===== config.mk =====
export PLATFORM = sky130hd
export DESIGN_NAME = dmem_arbiter_flat
export DESIGN_NICKNAME = d
export VERILOG_FILES = /design/src/rtl/dmem_arbiter_if.sv /design/src/rtl/dmem_arbiter.sv /design/src/flat_wrapper.sv
export SDC_FILE = /design/constraint.sdc
export NUM_CORES = 1
export LEC_CHECK = 0
export ABC_AREA = 1
export CELL_PAD_IN_SITES_DETAIL_PLACEMENT = 1
export CELL_PAD_IN_SITES_GLOBAL_PLACEMENT = 1
export CORE_MARGIN = 2
export CORE_UTILIZATION = 29
export CTS_CLUSTER_SIZE = 40
export DETAILED_ROUTE_END_ITERATION = 12
export PLACE_DENSITY_LB_ADDON = 0.1
export SYNTH_ARGS = -nofsm -noshare
export SYNTH_HDL_FRONTEND = slang
export SYNTH_SLANG_ARGS = --single-unit
export TNS_END_PERCENT = 10

===== constraint.sdc =====
create_clock -name clk -period 2.2 [get_ports clk]
set_clock_uncertainty 0.15 [all_clocks]
set_input_delay 0.22 -clock clk [delete_from_list [all_inputs] [get_ports clk]]
set_output_delay 0.22 -clock clk [all_outputs]
set_load 0.02 [all_outputs]

===== src/rtl/dmem_arbiter_if.sv =====
// dmem_arbiter_if
//  Bundles the two requester handshakes (port A: pipeline MEM stage, port B:
//  debug/program loader) and the strobe-driven data-memory bus that the
//  arbiter owns.
//  Modports:
//   slave  - the arbiter's view: takes requests and Read_Data, drives acks,
//            rdata, stalls, err and the memory address/data/strobes.
//   master - the requesters' and memory's view: the opposite directions.
//  Signals (all 16-bit buses unmodified):
//   a_req/a_we/a_addr/a_wdata -> request side of port A
//   a_ack/a_rdata/a_stall     <- completion, load data, pipeline freeze
//   b_*                          same set for port B
//   mem_addr/mem_wdata/mem_mw/mem_mr <- memory Address, Write_Data, MW, MR
//   mem_rdata                         -> memory Read_Data
//   err                               <- out-of-range pulse, valid with ack
interface dmem_arbiter_if;
  logic        a_req;
  logic        a_we;
  logic [15:0] a_addr;
  logic [15:0] a_wdata;
  logic        a_ack;
  logic [15:0] a_rdata;
  logic        a_stall;

  logic        b_req;
  logic        b_we;
  logic [15:0] b_addr;
  logic [15:0] b_wdata;
  logic        b_ack;
  logic [15:0] b_rdata;
  logic        b_stall;

  logic [15:0] mem_addr;
  logic [15:0] mem_wdata;
  logic        mem_mw;
  logic        mem_mr;
  logic [15:0] mem_rdata;
  logic        err;

  modport slave (
    input  a_req, a_we, a_addr, a_wdata,
    output a_ack, a_rdata, a_stall,
    input  b_req, b_we, b_addr, b_wdata,
    output b_ack, b_rdata, b_stall,
    output mem_addr, mem_wdata, mem_mw, mem_mr,
    input  mem_rdata,
    output err
  );

  modport master (
    output a_req, a_we, a_addr, a_wdata,
    input  a_ack, a_rdata, a_stall,
    output b_req, b_we, b_addr, b_wdata,
    input  b_ack, b_rdata, b_stall,
    input  mem_addr, mem_wdata, mem_mw, mem_mr,
    output mem_rdata,
    input  err
  );
endinterface


===== src/rtl/dmem_arbiter.sv =====
// dmem_arbiter
//  Shares the strobe-driven 16-bit data memory between port A (pipeline load/
//  store) and port B (debug/program loader). Each access walks
//  IDLE -> SETUP -> STROBE -> CAPTURE, giving one clean MW or MR strobe per
//  access, an ack three cycles after the request is first seen in IDLE, and
//  one access every four cycles. Port A has priority; after STARVE_LIMIT
//  consecutive A grants with B waiting, B is forced through.
//  Parameters:
//   ADDR_DEPTH   - implemented words, valid addresses 0..ADDR_DEPTH-1
//   STARVE_LIMIT - A grants tolerated while B waits (1..15)
//  Ports:
//   clk  - clock, all state on the rising edge
//   rst  - synchronous active-high reset
//   bus  - dmem_arbiter_if.slave: both requester handshakes + memory bus
//  Configuration:
//   DMEM_BOUNDS_CHECK_EN - when defined, an address >= ADDR_DEPTH suppresses
//   the strobe and the access completes with rdata = 0 and err = 1.
//   Undefined: every access strobes the memory and err stays 0.
module dmem_arbiter #(
  parameter int ADDR_DEPTH   = 16,
  parameter int STARVE_LIMIT = 4
) (
  input logic           clk,
  input logic           rst,
  dmem_arbiter_if.slave bus
);

`ifdef DMEM_BOUNDS_CHECK_EN
  localparam bit BOUNDS_EN = 1'b1;
`else
  localparam bit BOUNDS_EN = 1'b0;
`endif

  localparam logic [31:0] DEPTH_W = 32'(ADDR_DEPTH);
  localparam logic [3:0]  LIMIT_W = 4'(STARVE_LIMIT);

  typedef enum logic [1:0] {
    IDLE    = 2'd0,
    SETUP   = 2'd1,
    STROBE  = 2'd2,
    CAPTURE = 2'd3
  } state_t;

  state_t      state;
  state_t      state_next;

  logic        grant_a;
  logic        grant_b;
  logic        starved;

  logic        owner_b;
  logic        lat_we;
  logic        lat_oob;
  logic [15:0] addr_q;
  logic [15:0] wdata_q;
  logic [3:0]  starve_cnt;
  logic [15:0] a_rdata_q;
  logic [15:0] b_rdata_q;

  logic [15:0] sel_addr;
  logic [15:0] sel_wdata;
  logic        sel_we;
  logic        sel_oob;
  logic [15:0] cap_data;

  assign starved = (starve_cnt == LIMIT_W);

  // Next state and arbitration. B only wins over a simultaneous A request
  // once A has been granted STARVE_LIMIT times in a row while B waited.
  always_comb begin
    state_next = state;
    grant_a    = 1'b0;
    grant_b    = 1'b0;
    case (state)
      IDLE: begin
        if (bus.b_req && (!bus.a_req || starved)) begin
          grant_b    = 1'b1;
          state_next = SETUP;
        end else if (bus.a_req) begin
          grant_a    = 1'b1;
          state_next = SETUP;
        end
      end
      SETUP:   state_next = STROBE;
      STROBE:  state_next = CAPTURE;
      CAPTURE: state_next = IDLE;
      default: state_next = IDLE;
    endcase
  end

  // Request fields of whichever port is being granted this cycle.
  always_comb begin
    sel_addr  = bus.a_addr;
    sel_wdata = bus.a_wdata;
    sel_we    = bus.a_we;
    if (grant_b) begin
      sel_addr  = bus.b_addr;
      sel_wdata = bus.b_wdata;
      sel_we    = bus.b_we;
    end
    sel_oob = BOUNDS_EN && ({16'h0000, sel_addr} >= DEPTH_W);
  end

  always_ff @(posedge clk) begin
    if (rst) begin
      state <= IDLE;
    end else begin
      state <= state_next;
    end
  end

  // The address/data registers are the memory bus itself, so they present
  // the latched request from SETUP onwards and keep their value in IDLE.
  always_ff @(posedge clk) begin
    if (rst) begin
      owner_b <= 1'b0;
      lat_we  <= 1'b0;
      lat_oob <= 1'b0;
      addr_q  <= 16'h0000;
      wdata_q <= 16'h0000;
    end else if (grant_a || grant_b) begin
      owner_b <= grant_b;
      lat_we  <= sel_we;
      lat_oob <= sel_oob;
      addr_q  <= sel_addr;
      wdata_q <= sel_wdata;
    end
  end

  // Counts A grants made while B is waiting; any B grant or B dropping its
  // request starts the count over.
  always_ff @(posedge clk) begin
    if (rst) begin
      starve_cnt <= 4'd0;
    end else if (grant_b) begin
      starve_cnt <= 4'd0;
    end else if (grant_a && bus.b_req) begin
      starve_cnt <= starve_cnt + 4'd1;
    end else if (!bus.b_req) begin
      starve_cnt <= 4'd0;
    end
  end

  // Read_Data is valid while MR is high, so it is registered on the edge
  // that leaves STROBE; the owner's rdata is then stable for the whole
  // CAPTURE cycle alongside its ack. Stores leave rdata untouched unless the
  // access was out of range, which always returns zero.
  assign cap_data = lat_oob ? 16'h0000 : bus.mem_rdata;

  always_ff @(posedge clk) begin
    if (rst) begin
      a_rdata_q <= 16'h0000;
      b_rdata_q <= 16'h0000;
    end else if (state == STROBE && (!lat_we || lat_oob)) begin
      if (owner_b) begin
        b_rdata_q <= cap_data;
      end else begin
        a_rdata_q <= cap_data;
      end
    end
  end

  assign bus.mem_addr  = addr_q;
  assign bus.mem_wdata = wdata_q;
  assign bus.mem_mw    = (state == STROBE) && lat_we && !lat_oob;
  assign bus.mem_mr    = (state == STROBE) && !lat_we && !lat_oob;

  assign bus.a_ack   = (state == CAPTURE) && !owner_b;
  assign bus.b_ack   = (state == CAPTURE) && owner_b;
  assign bus.err     = (state == CAPTURE) && lat_oob;
  assign bus.a_rdata = a_rdata_q;
  assign bus.b_rdata = b_rdata_q;
  assign bus.a_stall = bus.a_req && !bus.a_ack;
  assign bus.b_stall = bus.b_req && !bus.b_ack;

endmodule


===== src/flat_wrapper.sv =====
// flat-port wrapper written by rule: the top's interface ports become plain ports
module dmem_arbiter_flat 
#(
  parameter int ADDR_DEPTH   = 16,
  parameter int STARVE_LIMIT = 4
)
  (clk, rst, bus_a_req, bus_a_we, bus_a_addr, bus_a_wdata, bus_a_ack, bus_a_rdata, bus_a_stall, bus_b_req, bus_b_we, bus_b_addr, bus_b_wdata, bus_b_ack, bus_b_rdata, bus_b_stall, bus_mem_addr, bus_mem_wdata, bus_mem_mw, bus_mem_mr, bus_mem_rdata, bus_err);
  dmem_arbiter_if bus_i ();
  input logic clk;
  input logic rst;
  input wire logic [$bits(bus_i.a_req)-1:0] bus_a_req;
  input wire logic [$bits(bus_i.a_we)-1:0] bus_a_we;
  input wire logic [$bits(bus_i.a_addr)-1:0] bus_a_addr;
  input wire logic [$bits(bus_i.a_wdata)-1:0] bus_a_wdata;
  output wire logic [$bits(bus_i.a_ack)-1:0] bus_a_ack;
  output wire logic [$bits(bus_i.a_rdata)-1:0] bus_a_rdata;
  output wire logic [$bits(bus_i.a_stall)-1:0] bus_a_stall;
  input wire logic [$bits(bus_i.b_req)-1:0] bus_b_req;
  input wire logic [$bits(bus_i.b_we)-1:0] bus_b_we;
  input wire logic [$bits(bus_i.b_addr)-1:0] bus_b_addr;
  input wire logic [$bits(bus_i.b_wdata)-1:0] bus_b_wdata;
  output wire logic [$bits(bus_i.b_ack)-1:0] bus_b_ack;
  output wire logic [$bits(bus_i.b_rdata)-1:0] bus_b_rdata;
  output wire logic [$bits(bus_i.b_stall)-1:0] bus_b_stall;
  output wire logic [$bits(bus_i.mem_addr)-1:0] bus_mem_addr;
  output wire logic [$bits(bus_i.mem_wdata)-1:0] bus_mem_wdata;
  output wire logic [$bits(bus_i.mem_mw)-1:0] bus_mem_mw;
  output wire logic [$bits(bus_i.mem_mr)-1:0] bus_mem_mr;
  input wire logic [$bits(bus_i.mem_rdata)-1:0] bus_mem_rdata;
  output wire logic [$bits(bus_i.err)-1:0] bus_err;
  assign bus_i.a_req = bus_a_req;
  assign bus_i.a_we = bus_a_we;
  assign bus_i.a_addr = bus_a_addr;
  assign bus_i.a_wdata = bus_a_wdata;
  assign bus_a_ack = bus_i.a_ack;
  assign bus_a_rdata = bus_i.a_rdata;
  assign bus_a_stall = bus_i.a_stall;
  assign bus_i.b_req = bus_b_req;
  assign bus_i.b_we = bus_b_we;
  assign bus_i.b_addr = bus_b_addr;
  assign bus_i.b_wdata = bus_b_wdata;
  assign bus_b_ack = bus_i.b_ack;
  assign bus_b_rdata = bus_i.b_rdata;
  assign bus_b_stall = bus_i.b_stall;
  assign bus_mem_addr = bus_i.mem_addr;
  assign bus_mem_wdata = bus_i.mem_wdata;
  assign bus_mem_mw = bus_i.mem_mw;
  assign bus_mem_mr = bus_i.mem_mr;
  assign bus_i.mem_rdata = bus_mem_rdata;
  assign bus_err = bus_i.err;
  dmem_arbiter #(.ADDR_DEPTH(ADDR_DEPTH), .STARVE_LIMIT(STARVE_LIMIT)) u_core (.clk(clk), .rst(rst), .bus(bus_i));
endmodule

### After elaboration in Yosys (flattened, before gate mapping)

Cells that the tools add are included.
Widths: inputs -> output; s select.

| storage, ports and cells | value |
|---|---|
| flip-flop bits (word level) | 72 |
| latch bits | 0 |
| RAM bits | 0 |
| ROM bits | 0 |
| input bits | 86 |
| output and inout port bits | 71 |
| logic and storage cells | 48 |
| memories | 0 |

| operators by class | value |
|---|---|
| $add $sub $neg | 1 |
| multipliers | 0 |
| divide/modulo/power cells | 0 |
| $lt $le $gt $ge | 0 |
| equal/unequal tests | 6 |
| shift operators | 0 |
| muxes and demuxes | 13 |
| bitwise logic cells | 1 |
| reductions and logical operators | 19 |

Operators by type and width:

| operator | number |
|---|---|
| $mux 16 | 2 |
| $logic_and 1x1->1 | 8 |
| $mux 4 | 2 |
| $pmux 2 s4 | 1 |
| $mux 1 | 6 |
| $logic_not 1->1 | 5 |
| $add 4x1->4 const B | 1 |
| $eq 2x2->1 const B | 2 |
| $eq 4x3->1 const B | 1 |
| $mux 2 | 2 |
| $reduce_and 2->1 | 2 |
| $ne 3x2->1 const B | 1 |
| $eq 2x1->1 const B | 1 |
| $logic_not 2->1 | 1 |
| $logic_or 1x1->1 | 2 |
| $ne 2x1->1 const B | 1 |
| $reduce_or 2->1 | 1 |
| $not 1->1 | 1 |

### Longest topological paths before layout

| logic depth | value |
|---|---|
| word-level depth | 7 |
| depth in mapped cells | 10 |
| mapped depth without buffers | 9 |

### Worst setup path before layout

Ideal clock, no wire load.

| timing | value |
|---|---|
| path kind | flip-flop to output port |
| start | reg u_core.owner_b |
| end | out bus_a_stall |
| data arrival time | 1167 ps |
| required time | 1830 ps |
| slack | 663 ps |
| cell stages (with the launch flop) | 5 |
| path buffers | 2 |
| cells stage by stage | dfxtp_1 > buf_2 > buf_2 > nor2_1 > nor2_1 |

| on the way | value |
|---|---|
| longest elaborated chain between the ends | 4 |

RTL lines:

| what | line | source |
|---|---|---|
| start, declared | dmem_arbiter.sv:51 | `logic owner_b;` |
| start signal, assigned | dmem_arbiter.sv:122 | `owner_b <= grant_b;` |
| $logic_not 1->1 | dmem_arbiter.sv:168 | `assign bus.a_ack = (state == CAPTURE) && !owner_b;` |
| $logic_and 1x1->1 | dmem_arbiter.sv:168 |  |
| named net bus_a_ack | flat_wrapper.sv:15 | `output wire logic [$bits(bus_i.a_ack)-1:0] bus_a_ack;` |
| $logic_not 1->1 | dmem_arbiter.sv:173 | `assign bus.a_stall = bus.a_req && !bus.a_ack;` |
| $logic_and 1x1->1 | dmem_arbiter.sv:173 |  |
| end, declared | flat_wrapper.sv:17 | `output wire logic [$bits(bus_i.a_stall)-1:0] bus_a_stall;` |

The timed path passes the listed nets, and every way through them passes these cells.

### Final worst setup path

| timing | value |
|---|---|
| start | in bus_b_req |
| end | out bus_b_stall |

| on the way | value |
|---|---|
| longest elaborated chain between the ends | 1 |

RTL lines:

| what | line | source |
|---|---|---|
| start, declared | flat_wrapper.sv:18 | `input wire logic [$bits(bus_i.b_req)-1:0] bus_b_req;` |
| $logic_and 1x1->1 | dmem_arbiter.sv:174 | `assign bus.b_stall = bus.b_req && !bus.b_ack;` |
| end, declared | flat_wrapper.sv:24 | `output wire logic [$bits(bus_i.b_stall)-1:0] bus_b_stall;` |

Every way passes these cells.

==> flow_metrics.tcl <==
set metrics [dict create \
    outcome "finished, final reports clean" \
    power_leakage_nw 2.26 \
    setup_slack_ns 0.121 \
    arrival_ns 1.71 \
    vias 3703 \
    cp-end-kind "output pin" \
    slowest_stage "clkdlybuf4s50_1" \
    drt_pass1_iterations 4 \
    worstSetupStartpointType "primary input" \
    cts_root_buffer "clkbuf_16" \
    final_layout_size_suffix_gt1_frac 0.0719 \
    synth_top_area_share 0.416 \
    power_density_nw_per_um2 1050 \
    avgSynthCellArea_um2 7.42 \
    synth_fa_ha_area_frac 0.0217 \
    clock_latency_ns 0.33 \
    drtAntennaViolNets 0 \
    synth_xor_xnor_area_share 0.00253 \
    path_max_fanout 4 \
    synth_top_family_by_area "simple AND/OR/NAND/NOR gates" \
    totalWireLength_um 11900 \
    die_h_um 113 \
    cp_common_cell "clkdlybuf4s50_1" \
    gp_congestion 0.721 \
    grt_pass1_wl_um 19300 \
    yosys-mux-area-fraction 0 \
    synth_nets 559 \
    cpPeakStageDelay_ns 0.62 \
    fmax_mhz 481 \
    hold_viol 0 \
    ir_drop_mv 0.429 \
    dieArea_um2 12800 \
    setup_tns_ns 0 \
    cts_tree "yes" \
    crit_family "buffers and inverters" \
    cp.required_ns 1.83 \
    synthesis.area_um2 3470 \
    hold_path_class "flop to flop" \
    io_buffers 155 \
    whs_ns 0.309 \
    drv_cap 0 \
    cts_hold_buf 0 \
    synth_cell_types 25 \
    start_util 0.300 \
    path_clk_slew_ns 0.06 \
    htreeDepth 3 \
    critPathKind "primary input to output pin" \
    yosysWarnings 0 \
    crit_buf_inv 3 \
    ios 157 \
    n_antenna_cell 0 \
    cts-buffers-inserted 9 \
    yosys_register_bits 72 \
    cts_sinks 72 \
    synth_simple_gate_area_frac 0.306 \
    antenna_found_initial 0 \
    grt_start_max_net_pins 37 \
    slew_viol_final 0 \
    core-area_um2 11600 \
    place_ws_ns 0.0121 \
    yosys-top-cells-area "dfxtp_1 (42%), nand2_1 (11%), nand3_1 (9.7%)" \
    area_growth_pct 56.2 \
    cp_cell_sequence "clkdlybuf4s50_1 > inv_1 > nor2_1 > clkdlybuf4s50_1" \
    yosysSeqAreaShare 0.416 \
    fin_crit_sh 0.945 \
    setup_viol 0 \
    fin_area_um2 5410 \
    drc_errors 0 \
    drt-vias-per-instance 4.90 \
    routedWlPerCell_um 15.7 \
    synth-compound-area-share 0.135 \
    rsz0062_at_grt "false" \
    dpl.hpwl_um 8350 \
    n_fill_cell 1407 \
    synth_top_cell_by_area "dfxtp_1" \
    grt_remaining_overflow 0 \
    final_nets 701 \
    final_core_util 0.468 \
    dpl-instance-area_um2 5100 \
    synth_cells 467 \
    grt_usage 0.189 \
    dieWidth_um 113 \
    regToRegSetupSlack_ns 0.23 \
    grt_pass1_vias 3895 \
    drt_iter0_drc 154 \
    row_count 39 \
    cts_buffer_depth 2 \
    period_needed_ns 2.08 \
]
state kept, by name, summed over array words and instances, names as in the netlist:
| signal | flops |
|---|---|
| u_core.bus.a_rdata | 16 |
| u_core.starve_cnt | 4 |
| u_core.bus.mem_wdata | 16 |
| u_core.state | 2 |
| u_core.bus.b_rdata | 16 |
| u_core.bus.mem_addr | 16 |
| u_core.lat_we | 1 |
| u_core.owner_b | 1 |
metrics by stage:
step | power, mW | std cells
floorplan | 3.15 | 467
global placement | 4.09 | 741
detailed placement | 4.15 | 741
CTS | 5.74 | 755
global route | 6.02 | 755
finish | 5.66 | 755
final timing paths:
path                                              from                     end  cells past startpoint
worst max-delay path                         bus_b_req             bus_b_stall                      4
worst min-delay path            u_core.bus.a_rdata[12]  u_core.bus.a_rdata[12]                      2
worst max register to register         u_core.state[0]  u_core.bus.b_rdata[14]                      8
worst min register to register  u_core.bus.a_rdata[12]  u_core.bus.a_rdata[12]                      2
placed cells by master (no fill, tap or decap), types with 4 or more instances in the layout:
| cell | synthesis | routed |
|---|---|---|
| nand3_1 | 67 | 67 |
| dfxtp_1 | 72 | 72 |
| clkbuf_16 | 0 | 9 |
| a21oi_1 | 39 | 39 |
| clkdlybuf4s50_1 | 0 | 154 |
| nand2_1 | 106 | 104 |
| nor2_1 | 4 | 4 |
| o21a_1 | 33 | 33 |
| buf_4 | 5 | 11 |
| nand2_2 | 8 | 10 |
| inv_1 | 47 | 47 |
| nand4_1 | 35 | 35 |
| ha_1 | 6 | 6 |
cells by family after synthesis:
| logic type | Yosys count |
|---|---|
| AND/OR/NAND/NOR | 224 |
| XOR/XNOR | 1 |
| buffers and inverters | 87 |
| AO/OA/AOI/OAI | 76 |
| other | 1 |
| flip-flops | 72 |
| adder cells (fa/ha/maj) | 6 |
layer usage:
layer / share of wire / wire length (um) / GRT usage / up-vias
met5: 0 / 0 / 0 / -
met4: 0.018 / 215 / 0.0740 / 0
met3: 0.069 / 813 / 0.0578 / 13
met2: 0.47 / 5600 / 0.315 / 103
met1: 0.44 / 5230 / 0.229 / 1755
li1: - / - / - / 1832
worst min-delay path, cell delays in order, from the launching register on:
cell,delay [ns]
dfxtp_1,0.30
nand2_1,0.06
a21oi_1,0.05
power breakdown:
group          switching, mW  internal (mW)  total [mW]  leakage (nW)
registers              0.160           1.58        1.74         0.590
logic                   1.34           1.04        2.37          1.52
clock network          0.543           1.01        1.55         0.154
total                   2.04           3.62        5.66          2.26
layout make-up:
class                   count  area [um2]  area share
clock buffers              10         239      0.0442
inverters                  50         188      0.0347
clock inverters             4        70.1      0.0129
repair buffers            168        1670       0.309
flip-flops and latches     72        1440       0.266
well taps                 143         179      0.0331
multi-input cells         308        1620       0.300
cells in the mapped netlist:
cell type and n:
a21oi_1 39, a31oi_1 1, buf_2 13, buf_4 5, buf_6 6, clkbuf_1 13, clkinv_1 1, conb_1 1
dfxtp_1 72, ha_1 6, inv_1 47, inv_2 2, nand2_1 106, nand2_2 8, nand2_4 1, nand3_1 67
nand3_2 1, nand3_4 1, nand4_1 35, nor2_1 4, nor2_2 1, o21a_1 33, o21ai_0 2, o21ai_2 1
xor2_1 1
timing repair:
action                                  4_1_cts  5_1_grt
gates resized for setup                       2        1
endpoints found under the setup margin        2       16
setup buffers                                 0        0
Note: power is estimated with default switching activity, not from simulation.
